<file path="src/rtl/fsm_share_pkg.sv">
// -----------------------------------------------------------------------------
// fsm_share_pkg
// Shared definitions for the time-multiplexed sequence detector.
//   fsm_state_t : 2-bit per-channel detector state {s1,s2}
//   ST_RESET    : state after reset or a channel clear
//   fsm_next    : state transition for one input bit
//   fsm_out     : detector output for one input bit
// The unused encoding 2'b11 is decoded by the same equations as the others.
// -----------------------------------------------------------------------------
package fsm_share_pkg;

  typedef logic [1:0] fsm_state_t;

  localparam fsm_state_t ST_RESET = 2'b01;

  function automatic fsm_state_t fsm_next(input fsm_state_t state, input logic din);
    return {din, ~din & ~state[1] & ~state[0]};
  endfunction

  function automatic logic fsm_out(input fsm_state_t state, input logic din);
    return (state[1] & state[0] & ~din) | (~state[1] & ~state[0] & din);
  endfunction

endpackage

</file>
<file path="src/rtl/fsm_rr_arb.sv">
// -----------------------------------------------------------------------------
// fsm_rr_arb
// Combinational round-robin arbiter: picks the first eligible channel scanning
// ptr, ptr+1, ... modulo NCH.
//   eligible    in  NCH  requesting and not being cleared
//   ptr         in  CW   highest-priority channel this cycle
//   adv         in  1    output stage can take a new result
//   grant       out CW   selected channel (meaningful when grant_valid)
//   grant_valid out 1    some channel is eligible
//   req_ready   out NCH  one-hot accept, gated by adv
// -----------------------------------------------------------------------------
module fsm_rr_arb #(
  parameter int NCH = 4
) (
  input  logic [NCH-1:0]         eligible,
  input  logic [$clog2(NCH)-1:0] ptr,
  input  logic                   adv,
  output logic [$clog2(NCH)-1:0] grant,
  output logic                   grant_valid,
  output logic [NCH-1:0]         req_ready
);

  localparam int CW = $clog2(NCH);

  logic [NCH-1:0] rot;
  logic [CW-1:0]  off;
  logic [CW:0]    sum;

  // Rotate so that bit 0 is the channel at ptr; the doubled vector makes the
  // wrap-around free for any NCH, not just powers of two.
  assign rot = NCH'({eligible, eligible} >> ptr);

  // Scan from the far end so the lowest offset is the last one written.
  always_comb begin
    off         = '0;
    grant_valid = 1'b0;
    for (int i = NCH - 1; i >= 0; i--) begin
      if (rot[i]) begin
        off         = CW'(i);
        grant_valid = 1'b1;
      end
    end
  end

  assign sum   = {1'b0, ptr} + {1'b0, off};
  assign grant = (sum >= (CW+1)'(NCH)) ? CW'(sum - (CW+1)'(NCH)) : sum[CW-1:0];

  always_comb begin
    req_ready = '0;
    for (int c = 0; c < NCH; c++) begin
      req_ready[c] = adv & grant_valid & (grant == CW'(c));
    end
  end

endmodule

</file>
<file path="src/rtl/fsm_share_sched.sv">
// -----------------------------------------------------------------------------
// fsm_share_sched
// One shared 2-bit sequence-detector step serving NCH bit-stream channels.
// Per-channel state is kept locally; a round-robin arbiter grants one channel
// per cycle and the result is registered with its channel tag.
//   clk, rst       clock (rising edge), asynchronous active-high reset
//   req_valid/bit  per-channel input bit and its valid
//   req_ready      per-channel accept, one-hot or zero
//   clear          per-channel synchronous state clear (wins over a request)
//   out_valid/ready/bit/chan  registered result handshake
//   det_cnt        per-channel saturating detection counts, only when the
//                  macro FSM_SHARE_DETCNT_EN is defined
// -----------------------------------------------------------------------------
module fsm_share_sched
  import fsm_share_pkg::*;
#(
  parameter int NCH   = 4,
  parameter int CNT_W = 8
) (
  input  logic                   clk,
  input  logic                   rst,
  input  logic [NCH-1:0]         req_valid,
  input  logic [NCH-1:0]         req_bit,
  output logic [NCH-1:0]         req_ready,
  input  logic [NCH-1:0]         clear,
  output logic                   out_valid,
  input  logic                   out_ready,
  output logic                   out_bit,
`ifdef FSM_SHARE_DETCNT_EN
  output logic [NCH*CNT_W-1:0]   det_cnt,
`endif
  output logic [$clog2(NCH)-1:0] out_chan
);

  localparam int CW = $clog2(NCH);

  fsm_state_t     st [NCH];
  logic [CW-1:0]  ptr;
  logic [NCH-1:0] eligible;
  logic [CW-1:0]  grant;
  logic           grant_valid;
  logic           adv;
  logic           xfer;
  fsm_state_t     sel_st;
  logic           sel_bit;
  fsm_state_t     nxt_st;
  logic           det;

  logic           vld_p0;
  logic           bit_p0;
  logic [CW-1:0]  chan_p0;

  assign adv      = ~vld_p0 | out_ready;
  assign eligible = req_valid & ~clear;

  fsm_rr_arb #(.NCH(NCH)) u_arb (
    .eligible    (eligible),
    .ptr         (ptr),
    .adv         (adv),
    .grant       (grant),
    .grant_valid (grant_valid),
    .req_ready   (req_ready)
  );

  // An eligible channel always has req_valid high, so a grant while the
  // output can advance is exactly a handshake on the granted channel.
  assign xfer    = grant_valid & adv;
  assign sel_st  = st[grant];
  assign sel_bit = req_bit[grant];
  assign nxt_st  = fsm_next(sel_st, sel_bit);
  assign det     = fsm_out(sel_st, sel_bit);

  always_ff @(posedge clk or posedge rst) begin
    if (rst) begin
      for (int c = 0; c < NCH; c++) st[c] <= ST_RESET;
    end else begin
      for (int c = 0; c < NCH; c++) begin
        if (clear[c])                          st[c] <= ST_RESET;
        else if (xfer && (grant == CW'(c)))    st[c] <= nxt_st;
      end
    end
  end

  // ---- stage p0: registered result, held while downstream stalls ----
  always_ff @(posedge clk or posedge rst) begin
    if (rst) begin
      vld_p0  <= 1'b0;
      bit_p0  <= 1'b0;
      chan_p0 <= '0;
      ptr     <= '0;
    end else if (adv) begin
      vld_p0 <= xfer;
      if (xfer) begin
        bit_p0  <= det;
        chan_p0 <= grant;
        ptr     <= (grant == CW'(NCH - 1)) ? '0 : grant + CW'(1);
      end
    end
  end

  assign out_valid = vld_p0;
  assign out_bit   = bit_p0;
  assign out_chan  = chan_p0;

`ifdef FSM_SHARE_DETCNT_EN
  logic [CNT_W-1:0] cnt [NCH];

  function automatic logic [CNT_W-1:0] sat_inc(input logic [CNT_W-1:0] v);
    return (&v) ? v : v + CNT_W'(1);
  endfunction

  always_ff @(posedge clk or posedge rst) begin
    if (rst) begin
      for (int c = 0; c < NCH; c++) cnt[c] <= '0;
    end else begin
      for (int c = 0; c < NCH; c++) begin
        if (clear[c])                                cnt[c] <= '0;
        else if (xfer && det && (grant == CW'(c)))   cnt[c] <= sat_inc(cnt[c]);
      end
    end
  end

  always_comb begin
    det_cnt = '0;
    for (int c = 0; c < NCH; c++) det_cnt[c*CNT_W +: CNT_W] = cnt[c];
  end
`else
  // CNT_W only sizes the counters; without them it is checked for sanity only.
  if (CNT_W < 1) begin : g_cnt_w_unsized
  end
`endif

endmodule

</file>
<file path="config.mk">
export PLATFORM = sky130hd
export DESIGN_NAME = fsm_share_sched
export DESIGN_NICKNAME = d
export VERILOG_FILES = /design/src/rtl/fsm_share_pkg.sv /design/src/rtl/fsm_rr_arb.sv /design/src/rtl/fsm_share_sched.sv
export SDC_FILE = /design/constraint.sdc
export NUM_CORES = 1
export LEC_CHECK = 0
export CORE_MARGIN = 10
export CORE_UTILIZATION = 46
export DETAILED_ROUTE_END_ITERATION = 8
export GPL_TIMING_DRIVEN = 0
export HOLD_SLACK_MARGIN = 0.05
export PLACE_DENSITY = 0.75
export SLEW_MARGIN = 25
export SYNTH_ARGS = -nofsm -noshare
export SYNTH_HDL_FRONTEND = slang
export SYNTH_SLANG_ARGS = --single-unit
</file>
<file path="constraint.sdc">
create_clock -name clk -period 4.4 [get_ports clk]
set_clock_uncertainty 0.1 [all_clocks]
set_input_delay 0.88 -clock clk [delete_from_list [all_inputs] [get_ports clk]]
set_output_delay 0.88 -clock clk [all_outputs]
set_load 0.005 [all_outputs]
</file>
==> metrics <==
Layout Utilization=0.7273; Synth-to-Final Area Change=52.46%; Nets=~200; r2r setup slk=0.28 ns; # IOs=23; P_sw=0.0004968 W; Critical Path Most Common Cell=o21ai_2; top sig layer=met4; via count=~1300; Die X=between 70 and 80 um; Post-synth ARST share=1.000; post-synthesis mux area share=0.04701; Core Region=between 2000 and 2500 sq um; Critical Path AT=roughly 3.4 ns; Port Buf Inserts=22; Reg-to-Reg End=st[3]; post-DR vias/cell=just under 6; count of final max-slew check failures=0; Final WS setup=-0.01934 ns; Main synth FF type=dfrtp_1; register area share after synthesis=0.3034; pwr/cell area=approximately 630 nW/um^2; Gate Count Post-Synth=131; first-pass GRT wire length=roughly 5.5 mm; LEAKAGE=~0.75 nW; ant diodes=0; DR DRC count=0; Yosys reg bits=14; top post-synthesis cells by area=dfrtp_1 (21%), dfstp_2 (9.0%), nor2b_1 (4.3%), mux2i_1 (3.4%), ha_1 (3.2%); RSZ-0062 raised after global routing=yes; clk slew on worst S/H paths=0.10 ns; slowest CP cell=a221o_2; final WL=between 3 and 4 mm; period utilization=1.004; cell family with most CP delay=compound AO/OA/AOI/OAI gates; Hold Vio Cnt, Final=0; routed wl met2=approximately 2.0 mm; CP Class=input port to output port; Synth Area in Compound Gates=0.2350; row count=18; internal power=0.0006313 W; Final min period=~4.4 ns; syn_nets=roughly 150; top cell type's share of synthesized area=0.2137; Synth cell types=47; CTS max path bufs=2; worst path required time=3.42 ns; Synth Area in XOR/XNOR=0; Die Ht=approximately 70 um; vias in the first global route=1237; Startpoint Class=input port; WP buf/inv=4; share of layout cells above drive strength 1=0.4457; Sw Ratio=0.4404; Worst Setup EP=req_ready[3]; initial antenna violation count=0; YS warnings=0; final setup fails=1; CTS Hold Buffers Added=0; MaxCap Viol Count=0; crit end category=output port; first drt pass iteration count=4; wire length per cell=~18 um; Initial Util=0.4771; Mapped Area=~1200 sq um; crit path max fanout=8; total gr overflow=0; critical path depth=16; CTS tree=yes; H-tree Lvls=1; top post-synthesis cells by count=dfrtp_1 (10), nor2_1 (10), nand2_1 (8), nor2b_1 (8); Slowest Stage Delay on Critical Path=0.37 ns; Synth Area in Adders=0.03205; full die area=roughly 5000 sq um; Max IR drop VDD=396.3 uV; WL met3=207 um; clk root buf=clkbuf_4; Slew headroom=0.6231; FMAX=226.3 MHz; Synth Area in Simple Gates=0.3333; Hold Startpoint=out_chan[1]; failing checks=negative setup slack; routability cong.=around 0.8; number of flops mapped to enable cells by yosys=0; run status=finished with violations; largest area contributor in the netlist=dfrtp_1; CP Cell Sequence=buf_6 -> nand3b_1 -> o21ai_2 -> o21ai_1 -> a221o_2 -> o21ai_2 -> ha_2 -> and2b_2 -> o31a_4 -> a2111oi_4 -> and3_4 -> inv_4 -> ha_4 -> o211ai_1 -> inv_1 -> buf_2; R2R cell count=23; Worst Max-Slew Pin Slew=between 0.5 and 0.6 ns; Iter 0 DRT Violations=about 110; DP Wirelength=between 2 and 2.5 mm; Worst-Skew Late Latency=~0.29 ns; Mean Syn Cell Area=8.940 sq um; worst r2r src=ptr[0]; combinational power share=0.720; clock sinks=14; gr usage total=0.1297; Clock Power Share=0.073; Routed Antenna Nets=0; setup TNS=-0.01934 ns; origin of the worst setup path=clear[2]; Hold WC Path Type=flip-flop to flip-flop; largest family of logic cells by synthesized area=simple AND/OR/NAND/NOR gates; Sequential Power Share=0.207; largest net degree at the start of global routing=15; clock buffer count from CTS=3; DRT met1 WL=around 1.6 mm
## worst min path at each step
stage                        endpoint  slack, ns  cells past startpoint
after floorplan           out_chan[0]       0.37                      2
after global placement    out_chan[0]       0.36                      2
after detailed placement  out_chan[0]       0.37                      2
after CTS                 out_chan[0]       0.39                      2
after global routing      out_chan[1]       0.45                      2
final                     out_chan[1]       0.39                      2
## final cells by class
type,instances,area (sq um)
clock buffer,4,26.28
fill,184,669.4
tap,30,37.54
buffer,3,21.27
timing repair buffer,50,427.9
inverter,7,28.78
sequential,14,355.3
multi-input combinational,106,888.4
## power by group through the flow
stage | Clock, W | Combinational (W) | Sequential (W)
final | 0.0000819 | 0.000812 | 0.000234
after global routing | 0.0000882 | 0.000879 | 0.000240
after CTS | 0.0000815 | 0.000713 | 0.000230
after detailed placement | 0 | 0.000620 | 0.000232
after global placement | 0 | 0.000609 | 0.000228
after floorplan | 0 | 0.000452 | 0.000223
## cells in the final DEF (no fill, tap or decap), types with 2 or more instances in the layout
cell type	instances
buf_4	24
nor2_1	10
clkdlybuf4s50_1	10
dfrtp_1	10
buf_6	7
nor2b_1	7
nand2_1	7
inv_1	6
buf_2	6
nor3_1	5
o21ai_0	4
nand3_1	4
or3_1	4
mux2i_1	4
dfstp_2	4
nand3b_1	3
o211ai_1	3
clkbuf_2	3
clkbuf_4	3
or2b_4	2
and3_4	2
a21oi_1	2
nand2b_1	2
or2_2	2
a311oi_1	2
a221o_1	2
a211oi_1	2
o21ai_2	2
nor4_1	2
a221oi_1	2
a31oi_1	2
ha_4	2
## cell families (layout without fill, tap and decap cells)
logic type      count (synthesis)  count (layout)
compound gates                 35              35
buf+inv                        11              64
mux                             5               5
simple gates                   63              63
flops                          14              14
fa+ha+maj                       3               3
## flip-flops by register name (all words and copies together), names as in the netlist
signal and flops:
out_bit 1, st 8, out_valid 1, out_chan 2
ptr 2
## per-layer routing
metal  global-route usage  up-vias
li1                     -      607
met1               0.1519      612
met2               0.2385       44
met3              0.02401        4
met4              0.01974        0
met5                    0        -
## tightest hold or removal path, delay by kind of cell, from the launching register on
family	cells	cell delay, ns
AOI/OAI and AO/OA	1	0.06
and+or+nand+nor	1	0.04
DFF	1	0.36
## what timing repair did
item | CTS | global route
gates resized for setup | 53 | 18
setup buffers | 21 | 9
gates cloned | 0 | 0
pin swaps | 13 | 4
endpoints found under the setup margin | 8 | 6
## per-stage QoR
step | total power [W] | instances | instance area (sq um) | setup WS [ns] | hold slack [ns]
finish | 0.001128 | 214 | 1785 | -0.01934 | 0.3868
global route | 0.001207 | 214 | 1785 | -0.1428 | 0.4540
CTS | 0.001025 | 207 | 1647 | -0.02230 | 0.3876
detailed placement | 0.0008520 | 183 | 1471 | -1.489 | 0.3666
global placement | 0.0008374 | 183 | 1471 | -1.404 | 0.3614
floorplan | 0.0006746 | 131 | 1214 | -0.09475 | 0.3705
No activity file was read; power rests on OpenSTA's default activity.
